==> src/rtl/dot_seq_ctrl.sv <==
// Dot-product sequencer driving one fma_4x4 into a signed ACC_W accumulator.
// Build option: define DOT_SAT_EN to clamp the accumulator on overflow (default wraps).

module fma_4x4 (
  input  logic signed [3:0] in_0,
  input  logic signed [3:0] in_1,
  input  logic signed [3:0] in_2,
  input  logic signed [3:0] in_3,
  input  logic signed [3:0] in_4,
  input  logic signed [3:0] in_5,
  input  logic signed [3:0] in_6,
  input  logic signed [3:0] in_7,
  output logic signed [9:0] out_0
);

  logic signed [7:0] p0, p1, p2, p3;

  // Each product spans -56..64, so four of them fit in 10 signed bits.
  always_comb begin
    p0    = 8'(in_0) * 8'(in_1);
    p1    = 8'(in_2) * 8'(in_3);
    p2    = 8'(in_4) * 8'(in_5);
    p3    = 8'(in_6) * 8'(in_7);
    out_0 = 10'(p0) + 10'(p1) + 10'(p2) + 10'(p3);
  end

endmodule

// state | meaning
// IDLE  | waiting for start; no beats taken, no result offered
// RUN   | taking operand beats until cnt reaches zero
// DONE  | result held on out_0 until out_ready
module dot_seq_ctrl #(
  parameter int ACC_W = 16,
  parameter int LEN_W = 8
) (
  input  logic                    clk,
  input  logic                    rst,
  input  logic                    start,
  input  logic [LEN_W-1:0]        len,
  input  logic                    in_valid,
  output logic                    in_ready,
  input  logic signed [3:0]       in_0,
  input  logic signed [3:0]       in_1,
  input  logic signed [3:0]       in_2,
  input  logic signed [3:0]       in_3,
  input  logic signed [3:0]       in_4,
  input  logic signed [3:0]       in_5,
  input  logic signed [3:0]       in_6,
  input  logic signed [3:0]       in_7,
  output logic                    out_valid,
  input  logic                    out_ready,
  output logic signed [ACC_W-1:0] out_0,
  output logic                    busy,
  output logic                    overflow
);

  typedef enum logic [1:0] {
    IDLE = 2'd0,
    RUN  = 2'd1,
    DONE = 2'd2
  } state_t;

  state_t                  state;
  logic signed [ACC_W-1:0] acc;
  logic [LEN_W-1:0]        cnt;
  logic signed [9:0]       fma_sum;
  logic signed [ACC_W-1:0] addend;
  logic signed [ACC_W-1:0] sum_raw;
  logic signed [ACC_W-1:0] acc_nxt;
  logic                    add_ovf;
  logic                    beat;

  fma_4x4 u_fma (
    .in_0  (in_0),
    .in_1  (in_1),
    .in_2  (in_2),
    .in_3  (in_3),
    .in_4  (in_4),
    .in_5  (in_5),
    .in_6  (in_6),
    .in_7  (in_7),
    .out_0 (fma_sum)
  );

  // in_ready is registered and high only in RUN, so it qualifies the beat directly.
  always_comb begin
    beat    = in_valid && in_ready;
    addend  = ACC_W'(fma_sum);
    sum_raw = acc + addend;
    add_ovf = (acc[ACC_W-1] == addend[ACC_W-1]) && (sum_raw[ACC_W-1] != acc[ACC_W-1]);
`ifdef DOT_SAT_EN
    if (add_ovf) begin
      acc_nxt = addend[ACC_W-1] ? {1'b1, {(ACC_W-1){1'b0}}} : {1'b0, {(ACC_W-1){1'b1}}};
    end else begin
      acc_nxt = sum_raw;
    end
`else
    acc_nxt = sum_raw;
`endif
  end

  always_ff @(posedge clk or posedge rst) begin
    if (rst) begin
      state     <= IDLE;
      acc       <= '0;
      cnt       <= '0;
      in_ready  <= 1'b0;
      out_valid <= 1'b0;
      busy      <= 1'b0;
      overflow  <= 1'b0;
    end else begin
      case (state)
        IDLE: begin
          if (start) begin
            acc      <= '0;
            overflow <= 1'b0;
            cnt      <= len;
            busy     <= 1'b1;
            if (len != '0) begin
              state    <= RUN;
              in_ready <= 1'b1;
            end else begin
              state     <= DONE;
              out_valid <= 1'b1;
            end
          end
        end
        RUN: begin
          if (beat) begin
            acc <= acc_nxt;
            cnt <= cnt - LEN_W'(1);
            if (add_ovf) overflow <= 1'b1;
            if (cnt == LEN_W'(1)) begin
              state     <= DONE;
              in_ready  <= 1'b0;
              out_valid <= 1'b1;
            end
          end
        end
        DONE: begin
          if (out_ready) begin
            state     <= IDLE;
            out_valid <= 1'b0;
            busy      <= 1'b0;
          end
        end
        default: begin
          state     <= IDLE;
          in_ready  <= 1'b0;
          out_valid <= 1'b0;
          busy      <= 1'b0;
        end
      endcase
    end
  end

  assign out_0 = acc;

endmodule

==> config.mk <==
export PLATFORM = sky130hd
export DESIGN_NAME = dot_seq_ctrl
export DESIGN_NICKNAME = d
export VERILOG_FILES = /design/src/rtl/dot_seq_ctrl.sv
export SDC_FILE = /design/constraint.sdc
export NUM_CORES = 1
export LEC_CHECK = 0
export ABC_AREA = 1
export BUFFER_PORTS_ARGS = -buffer_cell sky130_fd_sc_hd__buf_2
export CAP_MARGIN = 20
export CORE_ASPECT_RATIO = 0.75
export CORE_MARGIN = 2
export CORE_UTILIZATION = 51
export DETAILED_ROUTE_END_ITERATION = 12
export PLACE_DENSITY_LB_ADDON = 0.1
export REMOVE_ABC_BUFFERS = 1
export SLEW_MARGIN = 10
export SYNTH_ARGS = -nofsm -noshare
export SYNTH_HDL_FRONTEND = slang
export SYNTH_SLANG_ARGS = --single-unit
==> constraint.sdc <==
create_clock -name clk -period 2.5 [get_ports clk]
set_input_delay 0.125 -clock clk [delete_from_list [all_inputs] [get_ports clk]]
set_output_delay 0.125 -clock clk [all_outputs]
set_load 0.02 [all_outputs]
==> impl_metrics.json <==
{
  "root_buffer": "clkbuf_16",
  "synth_edf_count": 0,
  "final_hold_viol_count": 0,
  "start_util_pct": 52.8,
  "finalSetupViolCount": 16,
  "synthArstFlopShare_pct": 100,
  "clockBufferDepth": 2,
  "vias": 5495,
  "drt.antenna.violating_nets": 0,
  "rr_endpoint": "out_0[11]",
  "synthCells": 703,
  "syn_avg_cell_area_um2": 7.78,
  "cpLargestDelayFamily": "adder cells",
  "tightest_slew_ns": 0.465,
  "wl_per_cell_um": 16.7,
  "die_h_um": 93.7,
  "grt_usage_pct": 29.6,
  "synthTopCellsByCount": "172 x inv_1, 160 x nand2_1, 82 x fa_1",
  "num-nets-final": 1077,
  "drt_pass1_iterations": 5,
  "area_growth_pct": 46.3,
  "overflow": 0,
  "grt_first_pass_wirelength_mm": 26.7,
  "wirelength_mm": 17.3,
  "critPathBufInv": 11,
  "crit_type": "in -> reg",
  "hp-start": "len[7]",
  "fillers": 643,
  "ios": 65,
  "diodes": 0,
  "finClkSkew_ns": 0.00676,
  "required_ns": 2.71,
  "yosysTopAreaCellShare_pct": 30.0,
  "post-synth-top-count-cell": "inv_1",
  "max_cap_violations": 0,
  "cp-end-kind": "flip-flop",
  "synth.distinct_cells": 40,
  "instances_no_fill": 1036,
  "period_needed_ns": 5.84,
  "route.detailed.drc": 0,
  "die_x_um": 124,
  "slew_headroom_pct": 69.0,
  "htreeDepth": 2,
  "std_cell_rows": 32,
  "critPathSlowestCell": "fa_1",
  "insertion_delay_ns": 0.29,
  "antenna_found_initial": 0,
  "clk_pin_slew_ns": 0.05,
  "crit_arrival_ns": 6.05,
  "synth_ff_type": "dfrtp_1",
  "status": "finished, violations left",
  "failed_checks": "setup timing",
  "max_stage_delay_ns": 0.54,
  "synth_top_area_cell": "fa_1",
  "max_freq_ghz": 0.171,
  "core_area_um2": 10400,
  "holdPathStages": 3,
  "hold_end": "cnt[7]",
  "reg2reg_depth": 10,
  "hold_class": "in -> reg",
  "clock-sinks": 30,
  "place_inst": 998,
  "synth_seq_area_share_pct": 13.7,
  "ys_ff_latch": 30,
  "cp_max_fo": 4,
  "vias_per_cell": 5.30,
  "cts_tree": "built",
  "gp_congestion": 1.04,
  "rsz0062_at_grt": "yes",
  "final-max-slew-violation-count": 0,
  "grt_pass1_vias": 5649,
  "r2r_start": "out_0[2]",
  "synth_area_um2": 5470,
  "grt_max_degree": 31,
  "io_buffers": 64,
  "cp_common_cell": "fa_1",
  "cp-start-kind": "primary input",
  "fin_crit_sh_pct": 234,
  "timing.final.ws_setup_ns": -3.34,
  "dp_hpwl_mm": 11.5,
  "drive_gt1_share_pct": 40.3,
  "yosys_warnings": 0,
  "cts-buffers-inserted": 5,
  "r2r_setup_slack_ns": 0.48,
  "dieArea_um2": 11600,
  "drt_iter0_markers": 484,
  "synth.area.top_cells": "fa_1 30%, dfrtp_1 14%, inv_1 12%"
}
cells by family after synthesis:
kind of cell	Yosys count	share of synthesized area, %
adders and majority gates	133	41.7
DFF	30	13.7
AOI/OAI and AO/OA	87	9.01
buffers and inverters	180	12.7
and+or+nand+nor	251	19.4
xor gates and xnor gates	22	3.52
flip-flops by register name (all words and copies together), names as in the netlist:
register / cells
out_0: 16
cnt: 8
state: 2
busy: 1
in_ready: 1
out_valid: 1
overflow: 1
layout by cell type (no fill, tap or decap), types with 3 or more instances in the layout:
master     instances
ha_1              31
fa_1              73
inv_4              3
nor3_1             4
nor2_4             3
xor2_1            14
buf_8              3
o211ai_1           3
fa_2               9
buf_6             29
clkbuf_16          5
ha_4              20
nand2_1          134
a31oi_1            3
o21ai_0           21
nand2_2           25
o21ai_2            8
a21o_1             3
dfrtp_1           30
buf_4            109
a21oi_2           10
o21ai_1           14
xnor2_1            5
nor2_2             7
a21oi_1            7
or2_4              4
nand3_1           19
buf_2             49
a21oi_4            5
inv_1            138
nor2_1            27
nand2_4            9
inv_2             32
inv_6              3
nand3_2           10
worst register-to-register path, delay by kind of cell (launching register included):
kind,cells,cell delay (ns)
AO/OA/AOI/OAI,3,0.38
adder cells (fa/ha/maj),1,0.35
buffers and inverters,1,0.16
flip-flops,1,0.40
AND/OR/NAND/NOR,5,0.60
per-stage QoR:
stage | utilization, % | setup WS, ns | TNS [ns] | hold slack [ns] | area [µm²]
final | 77.2 | -3.34 | -47.18 | 0.0968 | 8010
after detailed placement | 64.4 | -3.88 | -55.67 | 0.234 | 6680
after global placement | 64.4 | -3.79 | -54.33 | 0.225 | 6680
after global routing | 77.2 | -3.58 | -50.36 | 0.115 | 8010
after CTS | 74.8 | -3.15 | -44.78 | 0.0967 | 7760
after floorplan | - | -3.49 | -47.93 | 0.216 | 5450
repair_timing:
action / CTS / global route
pin swaps: 102 / 40
setup endpoints to repair: 16 / 16
hold buffers: 1 / 0
gates resized for setup: 184 / 52
buffers inserted: 27 / 8
hold endpoints to repair: 30 / 0
worst max-delay path by stage:
| stage | startpoint | to | slack [ns] | cells after the start |
|---|---|---|---|---|
| 2_1_floorplan | in_7[3] | overflow | -3.49 | 30 |
| 3_3_place_gp | in_6[0] | out_0[13] | -3.79 | 27 |
| 3_5_place_dp | in_6[0] | overflow | -3.88 | 31 |
| 4_1_cts | in_0[0] | out_0[14] | -3.15 | 32 |
| 5_1_grt | in_3[3] | out_0[14] | -3.58 | 33 |
| 6_report | in_2[3] | out_0[12] | -3.34 | 34 |
routing by layer:
metal  wire [µm]  part of all wire (%)  GRT usage (%)
met5           0                     0              0
met1        7310                    42           43.0
met2        8250                    48           46.6
met4         514                   3.0           6.91
met3        1220                   7.0           4.85
area by class of cell:
type / count / area (µm²) / area share (%)
Clock buffer: 5 / 125 / 1.56
Clock inverter: 3 / 40.0 / 0.500
Inverter: 176 / 683 / 8.53
Multi-Input combinational cell: 493 / 4750 / 59.4
Sequential cell: 30 / 751 / 9.37
Tap cell: 136 / 170 / 2.12
Timing Repair Buffer: 193 / 1490 / 18.5
Power is not shown: default switching activity piles up to over one toggle a cycle in this logic, so the estimate is an artifact.
